## config.mk

```make
export PLATFORM = sky130hd
export DESIGN_NAME = multiboot_seq_flat
export DESIGN_NICKNAME = d
export VERILOG_FILES = /design/src/rtl/multiboot_seq_pkg.sv /design/src/rtl/multiboot_seq_if.sv /design/src/rtl/multiboot_seq_icap_bitswap.sv /design/src/rtl/multiboot_seq.sv /design/src/flat_wrapper.sv
export SDC_FILE = /design/constraint.sdc
export NUM_CORES = 1
export LEC_CHECK = 0
export ABC_AREA = 1
export ABC_CLOCK_PERIOD_IN_PS = 1600
export CAP_MARGIN = 0
export CORE_AREA = 2 2 80 82
export CTS_CLUSTER_SIZE = 16
export DETAILED_ROUTE_END_ITERATION = 16
export DIE_AREA = 0 0 82 84
export GPL_TIMING_DRIVEN = 0
export MAX_ROUTING_LAYER = met4
export PLACE_DENSITY_LB_ADDON = 0.3
export SYNTH_ARGS = -nofsm -noshare
export SYNTH_HDL_FRONTEND = slang
export SYNTH_HIERARCHICAL = 1
export SYNTH_SLANG_ARGS = --single-unit
```

## constraint.sdc

```tcl
create_clock -name CLK -period 1.6 [get_ports CLK]
set_input_delay 0.24 -clock CLK [delete_from_list [all_inputs] [get_ports CLK]]
set_output_delay 0.24 -clock CLK [all_outputs]
set_load 0.1 [all_outputs]
```

## src/rtl/multiboot_seq_pkg.sv

```systemverilog
// Shared word constants, state encoding and sizing for the MultiBoot sequencer.
// MULTIBOOT_FALLBACK_EN lengthens the SEND phase by the GENERAL_3/4 words.
package multiboot_pkg;

  localparam logic [15:0] SYNC1     = 16'hAA99;
  localparam logic [15:0] SYNC2     = 16'h5566;
  localparam logic [15:0] WR_CMD    = 16'h30A1;
  localparam logic [15:0] CMD_NULL  = 16'h0000;
  localparam logic [15:0] WR_GEN1   = 16'h3261;
  localparam logic [15:0] WR_GEN2   = 16'h3281;
  localparam logic [15:0] WR_GEN3   = 16'h32A1;
  localparam logic [15:0] WR_GEN4   = 16'h32C1;
  localparam logic [15:0] CMD_IPROG = 16'h000E;
  localparam logic [15:0] NOOP      = 16'h2000;
  localparam logic [15:0] IDLE_WORD = 16'hFFFF;

  localparam int IDX_W = 5;

`ifdef MULTIBOOT_FALLBACK_EN
  localparam int SEND_LEN = 14;
`else
  localparam int SEND_LEN = 10;
`endif

  typedef enum logic [1:0] {
    ST_IDLE = 2'd0,
    ST_SEND = 2'd1,
    ST_TAIL = 2'd2,
    ST_FIN  = 2'd3
  } state_t;

endpackage

```

## src/rtl/multiboot_seq_if.sv

```systemverilog
// Request/status and ICAP output bundle of the MultiBoot sequencer.
// MULTIBOOT_FALLBACK_EN adds the golden-image address field.
interface multiboot_seq_if;
  logic        MBT_REBOOT;
  logic [23:0] MBT_ADDR;
`ifdef MULTIBOOT_FALLBACK_EN
  logic [23:0] MBT_FALLBACK_ADDR;
`endif
  logic        MBT_BUSY;
  logic        MBT_DONE;
  logic        ICAP_CE;
  logic        ICAP_WR;
  logic [15:0] ICAP_DIN;

  modport master (
    output MBT_REBOOT, MBT_ADDR,
`ifdef MULTIBOOT_FALLBACK_EN
    output MBT_FALLBACK_ADDR,
`endif
    input  MBT_BUSY, MBT_DONE, ICAP_CE, ICAP_WR, ICAP_DIN
  );

  modport slave (
    input  MBT_REBOOT, MBT_ADDR,
`ifdef MULTIBOOT_FALLBACK_EN
    input  MBT_FALLBACK_ADDR,
`endif
    output MBT_BUSY, MBT_DONE, ICAP_CE, ICAP_WR, ICAP_DIN
  );
endinterface

```

## src/rtl/multiboot_seq_icap_bitswap.sv

```systemverilog
// Combinational per-byte bit reversal for SelectMAP ordering; pass-through when BITSWAP=0.
module icap_bitswap #(
  parameter bit BITSWAP = 1'b1
) (
  input  logic [15:0] din,
  output logic [15:0] dout
);
  if (BITSWAP) begin : g_swap
    for (genvar b = 0; b < 2; b++) begin : g_byte
      for (genvar i = 0; i < 8; i++) begin : g_bit
        assign dout[8*b + i] = din[8*b + 7 - i];
      end
    end
  end else begin : g_pass
    assign dout = din;
  end
endmodule

```

## src/rtl/multiboot_seq.sv

```systemverilog
// ICAP warm-boot sequencer with runtime SPI address; one word per cycle, registered ICAP outputs.
// MULTIBOOT_FALLBACK_EN adds GENERAL_3/4 words; MULTIBOOT_ICAP_PRIM instantiates ICAP_SPARTAN6.
module multiboot_seq
  import multiboot_pkg::*;
#(
  parameter int         NOOP_CNT    = 4,
  parameter logic [7:0] READ_OPCODE = 8'h03,
  parameter bit         BITSWAP     = 1'b1
) (
  input  logic             CLK,
  input  logic             MBT_RESET_N,
  multiboot_seq_if.slave   mbt
);

  if (NOOP_CNT < 1 || NOOP_CNT > 15) begin : g_noop_range
    $error("multiboot_seq: NOOP_CNT must be in 1..15");
  end

  // Assertion is immediate; release is aligned to CLK.
  logic [1:0] rst_sync;
  logic       rst_n;

  always_ff @(posedge CLK or negedge MBT_RESET_N) begin
    if (!MBT_RESET_N) rst_sync <= 2'b00;
    else              rst_sync <= {rst_sync[0], 1'b1};
  end
  assign rst_n = rst_sync[1];

  state_t             state, state_n;
  logic [IDX_W-1:0]   idx, idx_n;
  logic [23:0]        addr_q, addr_n;
`ifdef MULTIBOOT_FALLBACK_EN
  logic [23:0]        fb_q, fb_n;
`endif
  logic [15:0]        word_n, word_sw;
  logic               ce_n, wr_n, busy_n, done_n;
  logic               ce_q, wr_q, busy_q, done_q;
  logic [15:0]        din_q;

  always_comb begin
    state_n = state;
    idx_n   = idx;
    addr_n  = addr_q;
`ifdef MULTIBOOT_FALLBACK_EN
    fb_n    = fb_q;
`endif
    case (state)
      ST_IDLE: begin
        if (mbt.MBT_REBOOT) begin
          state_n = ST_SEND;
          idx_n   = '0;
          addr_n  = mbt.MBT_ADDR;
`ifdef MULTIBOOT_FALLBACK_EN
          fb_n    = mbt.MBT_FALLBACK_ADDR;
`endif
        end
      end
      ST_SEND: begin
        if (idx == IDX_W'(SEND_LEN - 1)) begin
          state_n = ST_TAIL;
          idx_n   = '0;
        end else begin
          idx_n = idx + IDX_W'(1);
        end
      end
      ST_TAIL: begin
        if (idx == IDX_W'(NOOP_CNT - 1)) state_n = ST_FIN;
        else                             idx_n   = idx + IDX_W'(1);
      end
      ST_FIN:  state_n = ST_IDLE;
      default: state_n = ST_IDLE;
    endcase
  end

  // Outputs are computed from the next state so the first word lands one cycle after the request edge.
  always_comb begin
    word_n = IDLE_WORD;
    ce_n   = 1'b1;
    wr_n   = 1'b1;
    busy_n = 1'b0;
    done_n = 1'b0;
    case (state_n)
      ST_SEND: begin
        ce_n   = 1'b0;
        wr_n   = 1'b0;
        busy_n = 1'b1;
        case (idx_n)
          5'd0:    word_n = SYNC1;
          5'd1:    word_n = SYNC2;
          5'd2:    word_n = WR_CMD;
          5'd3:    word_n = CMD_NULL;
          5'd4:    word_n = WR_GEN1;
          5'd5:    word_n = addr_n[15:0];
          5'd6:    word_n = WR_GEN2;
          5'd7:    word_n = {READ_OPCODE, addr_n[23:16]};
`ifdef MULTIBOOT_FALLBACK_EN
          5'd8:    word_n = WR_GEN3;
          5'd9:    word_n = fb_n[15:0];
          5'd10:   word_n = WR_GEN4;
          5'd11:   word_n = {READ_OPCODE, fb_n[23:16]};
          5'd12:   word_n = WR_CMD;
          5'd13:   word_n = CMD_IPROG;
`else
          5'd8:    word_n = WR_CMD;
          5'd9:    word_n = CMD_IPROG;
`endif
          default: word_n = NOOP;
        endcase
      end
      ST_TAIL: begin
        ce_n   = 1'b0;
        wr_n   = 1'b0;
        busy_n = 1'b1;
        word_n = NOOP;
      end
      ST_FIN:  done_n = 1'b1;
      default: ;
    endcase
  end

  icap_bitswap #(.BITSWAP(BITSWAP)) u_bitswap (
    .din  (word_n),
    .dout (word_sw)
  );

  always_ff @(posedge CLK or negedge rst_n) begin
    if (!rst_n) begin
      state  <= ST_IDLE;
      idx    <= '0;
      addr_q <= '0;
`ifdef MULTIBOOT_FALLBACK_EN
      fb_q   <= '0;
`endif
      ce_q   <= 1'b1;
      wr_q   <= 1'b1;
      busy_q <= 1'b0;
      done_q <= 1'b0;
      din_q  <= IDLE_WORD;
    end else begin
      state  <= state_n;
      idx    <= idx_n;
      addr_q <= addr_n;
`ifdef MULTIBOOT_FALLBACK_EN
      fb_q   <= fb_n;
`endif
      ce_q   <= ce_n;
      wr_q   <= wr_n;
      busy_q <= busy_n;
      done_q <= done_n;
      din_q  <= word_sw;
    end
  end

  assign mbt.ICAP_CE  = ce_q;
  assign mbt.ICAP_WR  = wr_q;
  assign mbt.ICAP_DIN = din_q;
  assign mbt.MBT_BUSY = busy_q;
  assign mbt.MBT_DONE = done_q;

`ifdef MULTIBOOT_ICAP_PRIM
  ICAP_SPARTAN6 u_icap (
    .BUSY  (),
    .O     (),
    .CE    (ce_q),
    .CLK   (CLK),
    .I     (din_q),
    .WRITE (wr_q)
  );
`endif

endmodule

```

## src/flat_wrapper.sv

```systemverilog
// flat-port wrapper written by rule: the top's interface ports become plain ports
module multiboot_seq_flat import multiboot_pkg::*;
#(
  parameter int         NOOP_CNT    = 4,
  parameter logic [7:0] READ_OPCODE = 8'h03,
  parameter bit         BITSWAP     = 1'b1
)
  (CLK, MBT_RESET_N, mbt_MBT_REBOOT, mbt_MBT_ADDR, mbt_MBT_BUSY, mbt_MBT_DONE, mbt_ICAP_CE, mbt_ICAP_WR, mbt_ICAP_DIN);
  multiboot_seq_if mbt_i ();
  input  logic CLK;
  input  logic MBT_RESET_N;
  input wire logic [$bits(mbt_i.MBT_REBOOT)-1:0] mbt_MBT_REBOOT;
  input wire logic [$bits(mbt_i.MBT_ADDR)-1:0] mbt_MBT_ADDR;
  output wire logic [$bits(mbt_i.MBT_BUSY)-1:0] mbt_MBT_BUSY;
  output wire logic [$bits(mbt_i.MBT_DONE)-1:0] mbt_MBT_DONE;
  output wire logic [$bits(mbt_i.ICAP_CE)-1:0] mbt_ICAP_CE;
  output wire logic [$bits(mbt_i.ICAP_WR)-1:0] mbt_ICAP_WR;
  output wire logic [$bits(mbt_i.ICAP_DIN)-1:0] mbt_ICAP_DIN;
  assign mbt_i.MBT_REBOOT = mbt_MBT_REBOOT;
  assign mbt_i.MBT_ADDR = mbt_MBT_ADDR;
  assign mbt_MBT_BUSY = mbt_i.MBT_BUSY;
  assign mbt_MBT_DONE = mbt_i.MBT_DONE;
  assign mbt_ICAP_CE = mbt_i.ICAP_CE;
  assign mbt_ICAP_WR = mbt_i.ICAP_WR;
  assign mbt_ICAP_DIN = mbt_i.ICAP_DIN;
  multiboot_seq #(.NOOP_CNT(NOOP_CNT), .READ_OPCODE(READ_OPCODE), .BITSWAP(BITSWAP)) u_core (.CLK(CLK), .MBT_RESET_N(MBT_RESET_N), .mbt(mbt_i));
endmodule
```

Word level (Yosys, flattened, before mapping)
Index checks and enable logic that the tools add are counted.
Operators by class
  add/subtract/negate cells: 1
  equality and inequality tests: 17
  muxes and demuxes: 15
  reduce and logical (&&, ||, !) cells: 4
Operators by type and width (count)
  one-hot mux 16 bit (9 select lines): 1
  two-way mux 24 bit: 2
  one-hot mux 16 bit (2 select lines): 1
  == test 5 x 3 -> 1 bit (second input constant): 4
  == test 5 x 2 -> 1 bit (second input constant): 3
  == test 5 x 4 -> 1 bit (second input constant): 3
  two-way mux 5 bit: 3
  one-hot mux 5 bit (3 select lines): 1
  == test 2 bit (second input constant): 4
  one-hot mux 2 bit (4 select lines): 1
  two-way mux 2 bit: 3
  adder 5 x 1 -> 5 bit (second input constant): 1
  == test 5 x 1 -> 1 bit (second input constant): 1
  zero test 5 bit: 1
  == test 2 x 1 -> 1 bit (second input constant): 2
  OR reduction 2 bit: 2
  two-way mux 1 bit: 3
  zero test 2 bit: 1
Storage, ports and cells
  bits in registers: 52
  bits of input ports: 27
  output and inout port bits: 20
  logic and storage cells: 45

Depth between registers and ports, before layout
  depth after elaboration: 7
  gate-level depth with buffers: 19
  gate-level depth less buffers: 18

By module
The synthesis kept the hierarchy.
By module, submodules not included
  multiboot_seq: times used 1, cells an instance 344, area an instance 2676.3 µm², sequential area each 1322.5 µm²
  icap_bitswap: times used 1, cells an instance 16, area an instance 120.1 µm², sequential area each 0.0 µm²

Least setup slack after synthesis
OpenSTA, ideal clock, no wires.
  path type: reg2reg
  start: register u_core.state[1]
  end: register u_core.din_q[0] (netlist: u_core/mbt.ICAP_DIN[0])
  library setup time: 0.074 ns
  data arrival time: 2.308 ns
  data required time: 1.526 ns
  slack: -0.781 ns
  cell stages (with the launch flop): 13
  path buffers: 4
  clock period less this slack: 2.381 ns
  cells stage by stage: dfrtp_1 inv_2 nand2_1 nor2_1 inv_2 clkbuf_1 nand3_1 ha_1 or2_2 clkbuf_1 clkbuf_1 nand2_1 buf_4
On the way
  elaborated cells on any way between the ends: 25
  those cells by class: 14 x eq/ne; 8 x mux; 3 x reduce/logical
RTL lines
  start, declared: line multiboot_seq.sv:29  | state_t state, state_n;
  start signal, assigned: line multiboot_seq.sv:140  | state <= state_n;
  == test 2 bit (tied with other cells): line multiboot_seq.sv:47  | case (state)
  one-hot mux 2 bit (4 select lines) (*): line multiboot_seq.sv:47
  net u_core.state_n[0]: line multiboot_seq.sv:29
  == test 2 bit or == test 2 x 1 -> 1 bit (tied branches): line multiboot_seq.sv:82  | case (state_n)
  one-hot mux 16 bit (2 select lines) (*): line multiboot_seq.sv:82
  net u_core.word_n[7]: line multiboot_seq.sv:35  | logic [15:0] word_n, word_sw;
  end signal, assigned: line multiboot_seq.sv:150  | din_q <= word_sw;
  end, declared: line multiboot_seq.sv:38  | logic [15:0] din_q;
The timed path passes the listed nets; every way through them passes the cells marked *.

Final worst setup path
  start: register u_core.idx[0]
  end: register u_core.din_q[11] (netlist: u_core/mbt.ICAP_DIN[11])
On the way
  longest elaborated chain between the ends: 7
  elaborated cells on any way between the ends: 25
  those cells by class: 1 x add/sub; 13 x eq/ne; 9 x mux; 2 x reduce/logical
RTL lines
  start, declared: line multiboot_seq.sv:30  | logic [IDX_W-1:0] idx, idx_n;
  start signal, assigned: line multiboot_seq.sv:141  | idx <= idx_n;
  adder 5 x 1 -> 5 bit (tied with other cells): line multiboot_seq.sv:63, multiboot_seq.sv:68
  two-way mux 5 bit, on equally long branches: line multiboot_seq.sv:67, multiboot_seq.sv:59
  one-hot mux 5 bit (3 select lines): line multiboot_seq.sv:47
  == test 5 x 2 -> 1 bit or == test 5 x 4 -> 1 bit (tied branches): line multiboot_seq.sv:87  | case (idx_n)
  OR reduction 2 bit (no line)
  one-hot mux 16 bit (9 select lines): line multiboot_seq.sv:87
  one-hot mux 16 bit (2 select lines) (*): line multiboot_seq.sv:82
  net u_core.word_n[12]: line multiboot_seq.sv:35
Marks and branches as above.

==> PnR_summary.wiki <==
{| class="wikitable"
! Metric !! Value
|-
| Global-route wire length before repair || 11,600 µm
|-
| Later-pin clock latency in the skew report || 0.31 ns
|-
| Final period util || 134%
|-
| Number of core rows || 29
|-
| Proportion of netlist area held by the largest area contributor || 31.3%
|-
| Most common cell after layout, fill and taps aside || nand2_1
|-
| Worst hold-check path type || in2async
|-
| Final Hold Slack || 0.0938 ns
|-
| Final layout net count || 464
|-
| Area leader, netlist || dfrtp_1
|-
| Cell type with the highest occurrence count on the critical path || nand3_1
|-
| Clock H-tree levels || 2
|-
| Clock transition at the register clock pins on the worst setup and hold paths after CTS || 0.09 ns
|-
| Cell area after synthesis || 2800 µm²
|-
| Iter 0 DRT Violations || 161
|-
| Antenna cells || 0
|-
| Net Count, Synth || 392
|-
| Layout cell share with drive strength beyond 1 || 45.0%
|-
| Post-detailed-route DRC marker count || 0
|-
| Worst setup margin || -0.538 ns
|-
| Worst path max stage delay || 0.45 ns
|-
| Via count of the first global-routing pass || 2,508
|-
| Layout Cells excl Fill || 510
|-
| Clock net sink count || 52
|-
| Instance count of the mapped netlist || 360
|-
| Count of pins on the block boundary || 47
|-
| Syn Area/Cell || 7.77 µm²
|-
| Hold-fix buffers, CTS || 0
|-
| Seq/Total Area, Yosys || 47.3%
|-
| Routability-driven placement congestion ratio || 0.925
|-
| Wire length per cell || 14.7 µm
|-
| Critical setup path kind || reg2reg
|-
| Clock period minus final worst setup slack || 2.14 ns
|-
| Worst slack at placement || -0.853 ns
|-
| Number of synthesized register bits || 52
|-
| Maximum number of pins on one net before global-route repair || 37
|-
| Actual transition at the worst max-transition pin || 0.550 ns
|-
| Launching element type of the critical path || flip-flop
|-
| DP HPWL || 4600 µm
|-
| Final worst clock skew || 0.00950 ns
|-
| Endpoint type of the worst setup path || flip-flop
|-
| Number of enable flip-flop cells after synthesis || 0
|-
| Worst slew margin || 63.5%
|-
| DRT antenna net count || 0
|-
| Violations in the final reports || setup timing
|-
| Slowest CP cell || dfrtp_2
|-
| Clock tree from TritonCTS || done
|-
| Die Footprint || 6890 µm²
|-
| Setup repair after global routing missed its margin || true
|-
| Final Core Density || 67.4%
|-
| Port bufs || 46
|-
| Number of antenna violations at the first check in global routing || 0
|-
| Area grow syn2layout || 46.9%
|-
| Total vias in the final route || 2,587
|-
| Number of distinct library cells after synthesis || 26
|-
| Total GRT Usage || 22.6%
|-
| Critical path arrival || 2.38 ns
|-
| Floorplan core area || 6100 µm²
|-
| Fraction of registers with async set/reset || 100%
|-
| Number of placed cells counting well taps || 484
|-
| Number of buffers and inverters on the critical path || 2
|-
| Final Routed Wirelength || 7480 µm
|-
| Initial DRT Pass Iterations || 4
|-
| GR Overflow Total || 0
|-
| Maximum net fanout on the critical path || 10
|-
| Final hold viol count || 0
|-
| Horizontal die dimension || 82 µm
|-
| Total count of max-transition violations in the final report || 0
|-
| Worst Path Required || 1.84 ns
|-
| Outcome || complete, but fails checks
|-
| Most used cells in the layout excluding fill and tap cells || 124 x nand2_1, 31 x dfrtp_1, 26 x clkdlybuf4s50_1
|-
| Synth area leaders || dfrtp_1 31%, nand2_1 20%, dfstp_2 16%
|-
| Largest delay share family, worst path || simple AND/OR/NAND/NOR gates
|-
| Max Root-Sink Buffers || 2
|-
| CP Cell Sequence || ha_4 > nand3_1 > nand2_1 > nand3_1 > nand4_1 > nand2_4 > clkbuf_4 > nand3_1 > nand3_2 > buf_4 > o21ai_4 > nand2_4
|-
| MaxCap Viol Count || 0
|-
| Number of setup violations in the final report || 20
|-
| Routed via count divided by cell count || 5.07
|-
| Starting density of the core || 45.9%
|-
| Synth warn || 6
|-
| Top FF cell, synth || dfrtp_1
|-
| DIE HEIGHT || 84 µm
|-
| Fmax || 468 MHz
|-
| Number of buffers created by CTS || 5
|-
| Root Buffer Master || clkbuf_8
|}
flip-flops by register name (all words and copies together), names as in the netlist:
register,count
u_core/mbt.ICAP_DIN,16
u_core/mbt.MBT_BUSY,1
u_core/mbt.MBT_DONE,1
u_core/idx,5
u_core/addr_q,24
u_core/mbt.ICAP_WR,1
u_core/state,2
u_core/rst_sync,2
per-stage QoR:
stage | TNS, ns | area [µm²]
2_1_floorplan | -5.82 | 2950
3_3_place_gp | -33.57 | 3510
3_5_place_dp | -20.58 | 3530
4_1_cts | -7.30 | 3900
5_1_grt | -10.46 | 4110
6_report | -8.72 | 4110
synthesized netlist by cell type (all sizes together), types with 2 or more instances:
cell type,count
nand2,163
dfrtp,35
nand3,31
nor2,29
inv,27
buf,21
dfstp,17
nand4,11
o21ai,7
clkbuf,6
ha,5
a21oi,3
o211ai,2
or2,2
layout make-up:
cell class | instances | area, µm²
buffer | 10 | 91.3
clock buffer | 7 | 97.6
clock inverter | 1 | 30.0
fill | 460 | 1990
inverter | 27 | 120
multi-input combinational | 254 | 1630
sequential | 52 | 1330
tap | 77 | 96.3
timing repair buffer | 82 | 718
path summary, 6_finish.rpt:
path	from	endpoint	slack [ns]	cells after the start
hold / removal	MBT_RESET_N	u_core/rst_sync[0]	0.09	1
setup reg to reg	u_core/idx[0]	u_core/mbt.ICAP_DIN[11]	-0.54	12
min in group CLK	u_core/rst_sync[0]	u_core/rst_sync[1]	0.36	0
max in group asynchronous	u_core/rst_sync[1]	u_core/mbt.ICAP_DIN[6]	0.85	1
hold reg to reg	u_core/rst_sync[1]	u_core/idx[1]	0.19	0
setup / recovery	u_core/idx[0]	u_core/mbt.ICAP_DIN[11]	-0.54	12
worst register-to-register path: stages (launching register included):
cell,delay (ns)
dfrtp_2,0.45
ha_4,0.19
nand3_1,0.11
nand2_1,0.13
nand3_1,0.10
nand4_1,0.16
nand2_4,0.12
clkbuf_4,0.20
nand3_1,0.14
nand3_2,0.11
buf_4,0.16
o21ai_4,0.14
nand2_4,0.06
what timing repair did:
item | 4_1_cts | 5_1_grt
setup endpoints to repair | 38 | 36
buffers inserted | 22 | 12
pin swaps | 38 | 33
gates cloned | 2 | 0
resized for setup | 156 | 43
routing by layer:
metal,GRT usage (%),vias up,share of wire [%]
met5,-,-,0
met4,10.0,0,3.9
met3,3.90,31,4.6
met2,38.0,95,53
met1,26.0,1206,39
li1,-,1255,-
kinds of logic after synthesis:
| family | after synthesis | share of synthesized area [%] |
|---|---|---|
| compound gates | 12 | 2.46 |
| fa+ha+maj | 5 | 2.24 |
| buf+inv | 54 | 9.93 |
| flops | 52 | 47.3 |
| other cells | 1 | 0.134 |
| simple gates | 236 | 37.9 |
Power is not shown: default switching activity piles up to over one toggle a cycle in this logic, so the estimate is an artifact.
